$ cat config.mk
export PLATFORM = sky130hd
export DESIGN_NAME = bcd_time_counter
export DESIGN_NICKNAME = d
export VERILOG_FILES = /design/src/rtl/clock_pkg.sv /design/src/rtl/bcd_mod_counter.sv /design/src/rtl/bcd_time_counter.sv
export SDC_FILE = /design/constraint.sdc
export NUM_CORES = 1
export LEC_CHECK = 0
export CORE_ASPECT_RATIO = 0.6
export CORE_UTILIZATION = 43
export DETAILED_ROUTE_END_ITERATION = 8
export GPL_TIMING_DRIVEN = 1
export HOLD_SLACK_MARGIN = 0.08
export PLACE_DENSITY = 0.74
export SYNTH_ARGS = -nofsm -noshare
export SYNTH_HDL_FRONTEND = slang
export SYNTH_SLANG_ARGS = --single-unit
export TNS_END_PERCENT = 1
$ cat constraint.sdc
create_clock -name clk_in -period 6.7 [get_ports clk_in]
set_input_delay 1.34 -clock clk_in [delete_from_list [all_inputs] [get_ports clk_in]]
set_output_delay 1.34 -clock clk_in [all_outputs]
set_load 0.03 [all_outputs]
$ cat src/rtl/clock_pkg.sv
// clock_pkg
//   Shared definitions for the digital clock timekeeping core.
//   Contents:
//     mode_t        : set-mode encodings (MODE_RUN, MODE_SET_HR, MODE_SET_MIN)
//     *_MAX         : field limits for seconds, minutes and both hour formats
//     clog2         : register width needed to count 0..value-1 (minimum 1)
//     to_bcd8       : converts a 0..99 integer constant to packed two-digit BCD
package clock_pkg;

  typedef enum logic [1:0] {
    MODE_RUN     = 2'd0,
    MODE_SET_HR  = 2'd1,
    MODE_SET_MIN = 2'd2
  } mode_t;

  localparam int SEC_MAX  = 59;
  localparam int MIN_MAX  = 59;
  localparam int HR24_MAX = 23;
  localparam int HR12_MAX = 12;

  function automatic int clog2(input longint value);
    int width;
    width = 1;
    while ((longint'(1) << width) < value) width++;
    return width;
  endfunction

  function automatic logic [7:0] to_bcd8(input int value);
    return {4'(value / 10), 4'(value % 10)};
  endfunction

endpackage

$ cat src/rtl/bcd_mod_counter.sv
// bcd_mod_counter
//   Two-digit BCD counter that counts 00..MAX and wraps back to 00.
//   Ports:
//     clk_in  in   1  clock, rising edge
//     rst_n   in   1  synchronous active-low reset
//     clr     in   1  synchronous clear to 00 (dominates inc)
//     inc     in   1  advance by one
//     value   out  8  {tens, ones} BCD
//     carry   out  1  high in the cycle an inc wraps MAX -> 00
//   Parameter MAX: terminal value as a decimal integer (e.g. 59).
module bcd_mod_counter
  import clock_pkg::*;
#(
  parameter int MAX = 59
) (
  input  logic       clk_in,
  input  logic       rst_n,
  input  logic       clr,
  input  logic       inc,
  output logic [7:0] value,
  output logic       carry
);

  localparam logic [7:0] MAX_BCD = to_bcd8(MAX);

  logic at_max;

  assign at_max = (value == MAX_BCD);

  // Carry is combinational so a whole chain of wraps lands on one edge.
  assign carry = inc && !clr && at_max;

  always_ff @(posedge clk_in) begin
    if (!rst_n) begin
      value <= 8'h00;
    end else if (clr) begin
      value <= 8'h00;
    end else if (inc) begin
      if (at_max) begin
        value <= 8'h00;
      end else if (value[3:0] == 4'd9) begin
        value <= {value[7:4] + 4'd1, 4'd0};
      end else begin
        value <= {value[7:4], value[3:0] + 4'd1};
      end
    end
  end

endmodule

$ cat src/rtl/bcd_time_counter.sv
// bcd_time_counter
//   Timekeeping core: divides the board clock to a tick, keeps HH:MM:SS in
//   BCD and lets the user set hours/minutes with a mode and an inc button.
//   Ports:
//     clk_in    in   1  board clock
//     rst_n     in   1  synchronous active-low reset
//     btn_mode  in   1  debounced level; rising edge steps RUN->SET_HR->SET_MIN->RUN
//     btn_inc   in   1  debounced level; rising edge increments the field being set
//     d3..d0    out  4  hours tens/ones, minutes tens/ones (BCD)
//     sec_bcd   out  8  seconds {tens, ones} BCD
//     tick      out  1  one-cycle pulse per prescaler wrap
//     colon     out  1  high during the first half of each tick period
//     mode      out  2  current mode_t
//     pm        out  1  PM flag (12 h build only, otherwise 0)
//   Build option: define TWELVE_HOUR_EN for the 12 h hours path with pm flag.
module bcd_time_counter
  import clock_pkg::*;
#(
  parameter int INPUT_FREQ = 50000000,
  parameter int TICK_HZ    = 1
) (
  input  logic       clk_in,
  input  logic       rst_n,
  input  logic       btn_mode,
  input  logic       btn_inc,
  output logic [3:0] d3,
  output logic [3:0] d2,
  output logic [3:0] d1,
  output logic [3:0] d0,
  output logic [7:0] sec_bcd,
  output logic       tick,
  output logic       colon,
  output logic [1:0] mode,
  output logic       pm
);

  localparam int TC = INPUT_FREQ / TICK_HZ - 1;
  localparam int PW = clog2(longint'(TC) + 1);
  localparam logic [PW-1:0] TC_W   = PW'(TC);
  localparam logic [PW-1:0] HALF_W = PW'((TC + 1) / 2);

`ifdef TWELVE_HOUR_EN
  localparam bit TWELVE = 1'b1;
`else
  localparam bit TWELVE = 1'b0;
`endif

  mode_t         state, state_next;
  logic [PW-1:0] presc;
  logic          btn_mode_q, btn_inc_q;
  logic          mode_edge, inc_edge, inc_ok;
  logic          tick_evt, hold_clr;
  logic          sec_carry, min_carry;
  logic          min_inc, hr_inc;
  logic [7:0]    min_bcd, hr_bcd;

  // Button edge registers: one pulse per press, however long it is held.
  always_ff @(posedge clk_in) begin
    if (!rst_n) begin
      btn_mode_q <= 1'b0;
      btn_inc_q  <= 1'b0;
    end else begin
      btn_mode_q <= btn_mode;
      btn_inc_q  <= btn_inc;
    end
  end

  assign mode_edge = btn_mode && !btn_mode_q;
  assign inc_edge  = btn_inc && !btn_inc_q;
  // A simultaneous mode step swallows the increment.
  assign inc_ok    = inc_edge && !mode_edge;

  // Mode state register.
  always_ff @(posedge clk_in) begin
    if (!rst_n) state <= MODE_RUN;
    else        state <= state_next;
  end

  // Mode sequencing on each btn_mode edge.
  always_comb begin
    state_next = state;
    if (mode_edge) begin
      case (state)
        MODE_RUN:    state_next = MODE_SET_HR;
        MODE_SET_HR: state_next = MODE_SET_MIN;
        default:     state_next = MODE_RUN;
      endcase
    end
  end

  // Leaving RUN (or being in a SET mode) pins the prescaler and seconds at 0,
  // so returning to RUN restarts a full tick period.
  assign hold_clr = (state != MODE_RUN) || mode_edge;
  assign tick_evt = !hold_clr && (presc == TC_W);

  // Prescaler and registered tick pulse.
  always_ff @(posedge clk_in) begin
    if (!rst_n) begin
      presc <= '0;
      tick  <= 1'b0;
    end else begin
      tick <= tick_evt;
      if (hold_clr || presc == TC_W) presc <= '0;
      else                           presc <= presc + PW'(1);
    end
  end

  assign colon = (presc < HALF_W);

  assign min_inc = (tick_evt && sec_carry) || (state == MODE_SET_MIN && inc_ok);
  assign hr_inc  = (tick_evt && min_carry) || (state == MODE_SET_HR && inc_ok);

  bcd_mod_counter #(.MAX(SEC_MAX)) u_sec (
    .clk_in (clk_in),
    .rst_n  (rst_n),
    .clr    (hold_clr),
    .inc    (tick_evt),
    .value  (sec_bcd),
    .carry  (sec_carry)
  );

  bcd_mod_counter #(.MAX(MIN_MAX)) u_min (
    .clk_in (clk_in),
    .rst_n  (rst_n),
    .clr    (1'b0),
    .inc    (min_inc),
    .value  (min_bcd),
    .carry  (min_carry)
  );

  generate
    if (TWELVE) begin : g_hr12
      logic pm_q;

      // 12 h sequence 12,01..11 with pm flipping on every 11 -> 12 step.
      always_ff @(posedge clk_in) begin
        if (!rst_n) begin
          hr_bcd <= to_bcd8(HR12_MAX);
          pm_q   <= 1'b0;
        end else if (hr_inc) begin
          if (hr_bcd == to_bcd8(HR12_MAX)) begin
            hr_bcd <= 8'h01;
          end else if (hr_bcd == to_bcd8(HR12_MAX - 1)) begin
            hr_bcd <= to_bcd8(HR12_MAX);
            pm_q   <= !pm_q;
          end else if (hr_bcd[3:0] == 4'd9) begin
            hr_bcd <= 8'h10;
          end else begin
            hr_bcd <= {hr_bcd[7:4], hr_bcd[3:0] + 4'd1};
          end
        end
      end

      assign pm = pm_q;
    end else begin : g_hr24
      logic day_wrap;

      bcd_mod_counter #(.MAX(HR24_MAX)) u_hr (
        .clk_in (clk_in),
        .rst_n  (rst_n),
        .clr    (1'b0),
        .inc    (hr_inc),
        .value  (hr_bcd),
        .carry  (day_wrap)
      );

      // The day rollover has no consumer in the 24 h build; pm stays 0.
      assign pm = day_wrap & 1'b0;
    end
  endgenerate

  assign d3   = hr_bcd[7:4];
  assign d2   = hr_bcd[3:0];
  assign d1   = min_bcd[7:4];
  assign d0   = min_bcd[3:0];
  assign mode = state;

endmodule
==> reports/qor.log <==
qor: outcome.run_status complete, but fails checks
qor: outcome.violated_checks DRC
qor: grt.global_route.usage.total 18.4%
qor: final_layout.layout.cells.most_common sky130_fd_sc_hd__dfxtp_1
qor: placed_design.buffer_ports.inserted 31
qor: worst_setup_path.timing.rr.end g_hr24.u_hr.value[2]$_SDFFE_PN0P_
qor: final_layout.commonest_cells_after_routing_fill_and_taps_aside 55 x sky130_fd_sc_hd__dfxtp_1, 40 x sky130_fd_sc_hd__nor2_1, 31 x sky130_fd_sc_hd__clkdlybuf4s50_1
qor: grt.grt_start_max_net_pins 26
qor: worst_setup_path.worst-r2r-cell-count 6
qor: timing.report.final.slew_viol_count 0
qor: cts.postCtsResizedCells 0
qor: drt.via_per_inst 5.30
qor: worst_setup_path.end_kind output pin
qor: die.die_area 0.00666 mm2
qor: grt.grt_pass1_vias 2082
qor: timing.final_min_period_over_clock_period 58.2%
qor: power.fraction_of_power_consumed_by_sequential_logic 60.6%
qor: drt.initialDrtViolationCount 102
qor: synthesis.synth-seq-cells 55
qor: worst_setup_path.worstSetupStartpoint presc[9]$_SDFF_PP0_
qor: timing.tns 0 ns
qor: synthesis.postSynth.topFlopCell sky130_fd_sc_hd__dfxtp_1
qor: worst_setup_path.regToRegSetupSlack 4.15 ns
qor: grt.antenna_found_initial 0
qor: worst_setup_path.critPathKind register to output pin
qor: power.max-vdd-ir-drop 0.0844 mV
qor: final_layout.design.final.nets 367
qor: cts.tritoncts yes
qor: placed_design.pre_cts_ws 2.84 ns
qor: power.power_switching_share 23.2%
qor: cts.clkSinkCount 55
qor: timing.skew 0.0127 ns
qor: drt.detailroute.via_count 2300
qor: synthesis.post_synth_net_total 338
qor: die.design.core.area 0.00611 mm2
qor: drt.wirelength 5580 um
qor: worst_setup_path.reg2reg_from presc[16]$_SDFF_PP0_
qor: cts.worstSkewPairLatency 0.31 ns
qor: synthesis.netlist_area 0.00272 mm2
qor: worst_setup_path.timing.critical_path.arrival 2.56 ns
qor: timing.slew_worst_pin 0.965 ns
qor: drt.post-route-drc-count 1
qor: worst_setup_path.critPathRequiredTime 5.36 ns
qor: synthesis.synth_area_per_cell 8.47 um2
qor: synthesis.synthCells 321
qor: placed_design.gp_routability_congestion 0.775
qor: die.chipHeight 63.6 um
qor: power.p_int 0.421 mW
qor: synthesis.synth.top_cell.area_share 40.5%
qor: timing.timing_hold_violations_final 0
qor: timing.relSlewSlack 35.7%
qor: grt.grt_first_pass_wirelength 9800 um
qor: final_layout.fillers 570
qor: timing.finalCriticalPeriod 3.90 ns
qor: final_layout.count_of_antenna_diodes_in_the_layout 0
qor: synthesis.synth-edff-count 0
qor: cts.cts_buffers 5
qor: die.die-width 105 um
qor: worst_setup_path.critPathLaunchType register
qor: drt.drt_first_pass_iters 6
qor: synthesis.synth.distinct_cells 47
qor: power.clock_power_share 35.0%
qor: final_layout.register_area 0.00110 mm2
qor: die.start_util 44.5%
qor: timing.holdWs 0.478 ns
qor: final_layout.multi_input_area 0.00151 mm2
qor: final_layout.postLayoutCellArea 0.00318 mm2
qor: synthesis.yosysSeqAreaShare 40.5%
qor: die.ios 33
qor: power.share_comb_of_total_power 4.4%
qor: placed_design.placed_area 0.00309 mm2
qor: grt.grt_remaining_overflow 0
qor: timing.finalSetupViolCount 0
qor: final_layout.layout-drive-gt1-share 4.29%
qor: timing.grt_setup_unrepaired no
qor: job.maxCapViolations 0
qor: timing.max_clock_freq 0.257 GHz
qor: cts.cts_max_path_buffers 2
qor: cts.cts.reportedPaths.clkPinSlew 0.10 ns
qor: power.net-switching-power 0.127 mW
qor: final_layout.areaGrowthSynthToFinish 17.0%
qor: drt.met3RoutedLength 260 um
qor: worst_hold_path.type_of_the_worst_min_delay_path register to register
qor: cts.cts-hold-fix-buffers 0
qor: cts.cts_root_buffer sky130_fd_sc_hd__clkbuf_8
qor: power.cellLeakagePower 1.04 nW
qor: placed_design.detailed_place_hpwl 4110 um
qor: drt.routed.top_layer met4
qor: synthesis.async_flop_share 0%
qor: cts.clock_tree.htree_level_count 2
qor: die.total_number_of_placement_rows 22
qor: timing.final.setup.worst_slack 2.80 ns
qor: worst_setup_path.crit_path_max_fanout 4
qor: worst_setup_path.crit_end colon
qor: drt.detailroute.wirelength.met2 2200 um
qor: cts.post-cts-setup-buffers 0
qor: synthesis.yosys_warns 0
qor: synthesis.synth_area_leader_cell sky130_fd_sc_hd__dfxtp_1
qor: drt.route.layer.met1.wl 3100 um
qor: drt.wire_per_inst 12.9 um
qor: drt.postRouteAntennaNets 0
qor: power.power_per_cell_area 172 mW/mm2
qor: synthesis.netlist_top_cells_area sky130_fd_sc_hd__dfxtp_1 40%, sky130_fd_sc_hd__ha_1 6.0%, sky130_fd_sc_hd__nor2_1 5.5%
==> worst min-delay path by stage <==
stage / cells past startpoint / startpoint / end / slack (ns)
after floorplan: 1 / presc[0]$_SDFF_PP0_ / presc[0]$_SDFF_PP0_ / 0.43
after global placement: 1 / presc[0]$_SDFF_PP0_ / presc[0]$_SDFF_PP0_ / 0.44
after detailed placement: 1 / presc[0]$_SDFF_PP0_ / presc[0]$_SDFF_PP0_ / 0.46
after CTS: 1 / presc[0]$_SDFF_PP0_ / presc[0]$_SDFF_PP0_ / 0.48
after global routing: 1 / presc[0]$_SDFF_PP0_ / presc[0]$_SDFF_PP0_ / 0.52
final: 1 / presc[0]$_SDFF_PP0_ / presc[0]$_SDFF_PP0_ / 0.48
==> flip-flops by register name (all words and copies together) (netlist names) <==
signal / cells
tick: 1
mode: 2
presc: 26
u_min.value: 8
btn_mode_q: 1
btn_inc_q: 1
g_hr24.u_hr.value: 8
u_sec.value: 8
==> power groups by stage <==
| stage | clock [mW] | combinational [mW] | sequential (mW) |
|---|---|---|---|
| 2_1_floorplan | 0 | 0.0163 | 0.341 |
| 3_3_place_gp | 0 | 0.0235 | 0.339 |
| 3_5_place_dp | 0 | 0.0239 | 0.339 |
| 4_1_cts | 0.196 | 0.0239 | 0.332 |
| 5_1_grt | 0.211 | 0.0265 | 0.333 |
| 6_report | 0.192 | 0.0240 | 0.332 |
==> final cells by class <==
cell class	count	area share, %
clock buffer	6	2.60
clock inverter	1	0.275
inverter	16	1.89
multi-input combinational	241	47.6
sequential	55	34.6
tap	84	3.30
timing repair buffer	31	9.75
==> worst max-delay path: stages, from the launching register on <==
cell and delay [ns]:
sky130_fd_sc_hd__dfxtp_1 0.36, sky130_fd_sc_hd__or4_4 0.56, sky130_fd_sc_hd__nor2_1 0.12, sky130_fd_sc_hd__o31ai_1 0.08, sky130_fd_sc_hd__a21oi_1 0.17, sky130_fd_sc_hd__o21bai_1 0.09, sky130_fd_sc_hd__a21oi_1 0.17, sky130_fd_sc_hd__clkdlybuf4s50_1 0.70
==> per-layer routing <==
metal / vias up / GRT usage, %
met4: 0 / 4.93
li1: 1186 / -
met1: 1066 / 27.1
met2: 45 / 26.6
met3: 3 / 4.35
met5: - / 0
==> metrics by stage <==
stage	utilization [%]	power, mW	cells
after CTS	52.1	0.552	434
final	52.1	0.548	434
after floorplan	-	0.357	321
after detailed placement	50.6	0.363	427
after global routing	52.1	0.571	434
after global placement	50.6	0.363	427
==> cells in the mapped netlist, types with 4 or more instances <==
| master | n |
|---|---|
| sky130_fd_sc_hd__nor3_1 | 12 |
| sky130_fd_sc_hd__or3_1 | 7 |
| sky130_fd_sc_hd__nand2b_1 | 6 |
| sky130_fd_sc_hd__xnor2_1 | 15 |
| sky130_fd_sc_hd__nor4_1 | 5 |
| sky130_fd_sc_hd__nand4_1 | 4 |
| sky130_fd_sc_hd__a21oi_1 | 23 |
| sky130_fd_sc_hd__nand3_1 | 19 |
| sky130_fd_sc_hd__inv_1 | 16 |
| sky130_fd_sc_hd__nand2_1 | 21 |
| sky130_fd_sc_hd__xor2_1 | 5 |
| sky130_fd_sc_hd__nand3b_1 | 6 |
| sky130_fd_sc_hd__nor2_1 | 40 |
| sky130_fd_sc_hd__clkbuf_1 | 7 |
| sky130_fd_sc_hd__o21ai_0 | 16 |
| sky130_fd_sc_hd__dfxtp_1 | 55 |
| sky130_fd_sc_hd__ha_1 | 13 |
==> kinds of logic (layout without fill, tap and decap cells) <==
logic type                 after synthesis  count (layout)  share of synthesized area, %
adders and majority gates               13              13                          5.98
AOI/OAI and AO/OA                       57              57                          12.7
and+or+nand+nor                        150             150                          30.4
other                                    1               1                         0.138
DFF                                     55              55                          40.5
buffers and inverters                   25              54                          3.86
xor gates and xnor gates                20              20                          6.44
(Power assumes the default switching activity.)
==> patch, RTL diff (same settings) <==
Put a register stage on the output `d0`. The value now appears one clock later. The other outputs are not delayed to match.
--- a/src/rtl/bcd_time_counter.sv
+++ b/src/rtl/bcd_time_counter.sv
@@ -173,5 +173,7 @@
   assign d2   = hr_bcd[3:0];
   assign d1   = min_bcd[7:4];
-  assign d0   = min_bcd[3:0];
+  always_ff @(posedge clk_in) begin
+    d0 <= min_bcd[3:0];
+  end
   assign mode = state;
 
Behaviour: not the same (Yosys sat finds a counterexample within 10 cycles, from zero or initial values and one cycle with rst_n low).
==> patch against the original RTL <==
  * Sequential cell count up 4
  * Total power up 48%
  * Worst setup slack better by 0.10 ns
  * First-iteration DRC count up 63%
  * Cell area up 13%
  * Wire length up 18%
  * Count of clock-buffer cells in the layout up 6
  * Clock power up 120%
  * Final cell count up 7.8%
  * Largest power group is now the clock network
  * Synthesized area up 9.2%
==> patch: results (changes against the original RTL) <==
reg-to-reg endpoint -> presc[17] (was g_hr24.u_hr.value[2])
first-pass GRT wire length -> 10.9 mm (was 9.80 mm)
detailed-route wire length per cell -> 14.0 um (was 12.9 um)
worst hold path depth -> 0 (was 1)
Fillers -> 604 (was 570)
syn nets -> 362 (was 338)
Peak supply drop -> 0.114 mV (was 0.0844 mV)
router iterations before antenna repair -> 4 (was 6)
met1 WL -> 3.48 mm (was 3.10 mm)
register area -> 0.00118 mm^2 (was 0.00110 mm^2)
delay-heaviest family, CP -> simple AND/OR/NAND/NOR gates (was buffers and inverters)
clock latency on the worst-skew pair -> 0.33 ns (was 0.31 ns)
vias -> 2562 (was 2300)
met2 GRT Util -> 27.4% (was 26.6%)
crit-path max FO -> 3 (was 4)
clock network area share -> 7.80% (was 2.87%)
Detail Placement HPWL -> 4.79 mm (was 4.11 mm)
multi-input gates -> 260 (was 241)
complex-gate fraction of the synthesized area -> 11.3% (was 12.7%)
register area share after synthesis -> 39.8% (was 40.5%)
status -> finished, final reports clean (was finished with violations)
commonest cells in the netlist -> 59 x dfxtp_1, 43 x nor2_1, 27 x nand2_1 (was 55 x dfxtp_1, 40 x nor2_1, 23 x a21oi_1)
final core occ -> 54.1% (was 52.1%)
mux contribution to synthesized area -> 0.674% (was 0%)
critical path's largest stage delay -> 0.67 ns (was 0.70 ns)
1st-iter DRT viols -> 166 (was 102)
clock buffers -> 12 (was 6)
Placed Area -> 0.00333 mm^2 (was 0.00309 mm^2)
total wire length -> 6.57 mm (was 5.58 mm)
## patch: cell types whose count changed after synthesis, sizes merged, moves of 4 or more
cell / change
nor3: -8
nand2: +6
nor4: +6
and4: +5
dfxtp: +4
nand3: +4
nand4: +4
## patch: power breakdown
group | leakage, nW | internal [W] | switching, W
clock | 0.135 | 0.000269 | 0.000160
combinational | 0.574 | 0.00000781 | 0.0000172
sequential | 0.476 | 0.000354 | 0.00000341
total | 1.19 | 0.000630 | 0.000180
## patch: through the flow
step | hold slack, ns | power, W | setup slack [ns]
after floorplan | 0.360 | 0.000382 | 3.86
after global placement | 0.386 | 0.000389 | 3.24
after detailed placement | 0.387 | 0.000390 | 3.13
after CTS | 0.401 | 0.000817 | 2.91
after global routing | 0.417 | 0.000835 | 2.83
final | 0.405 | 0.000811 | 2.91
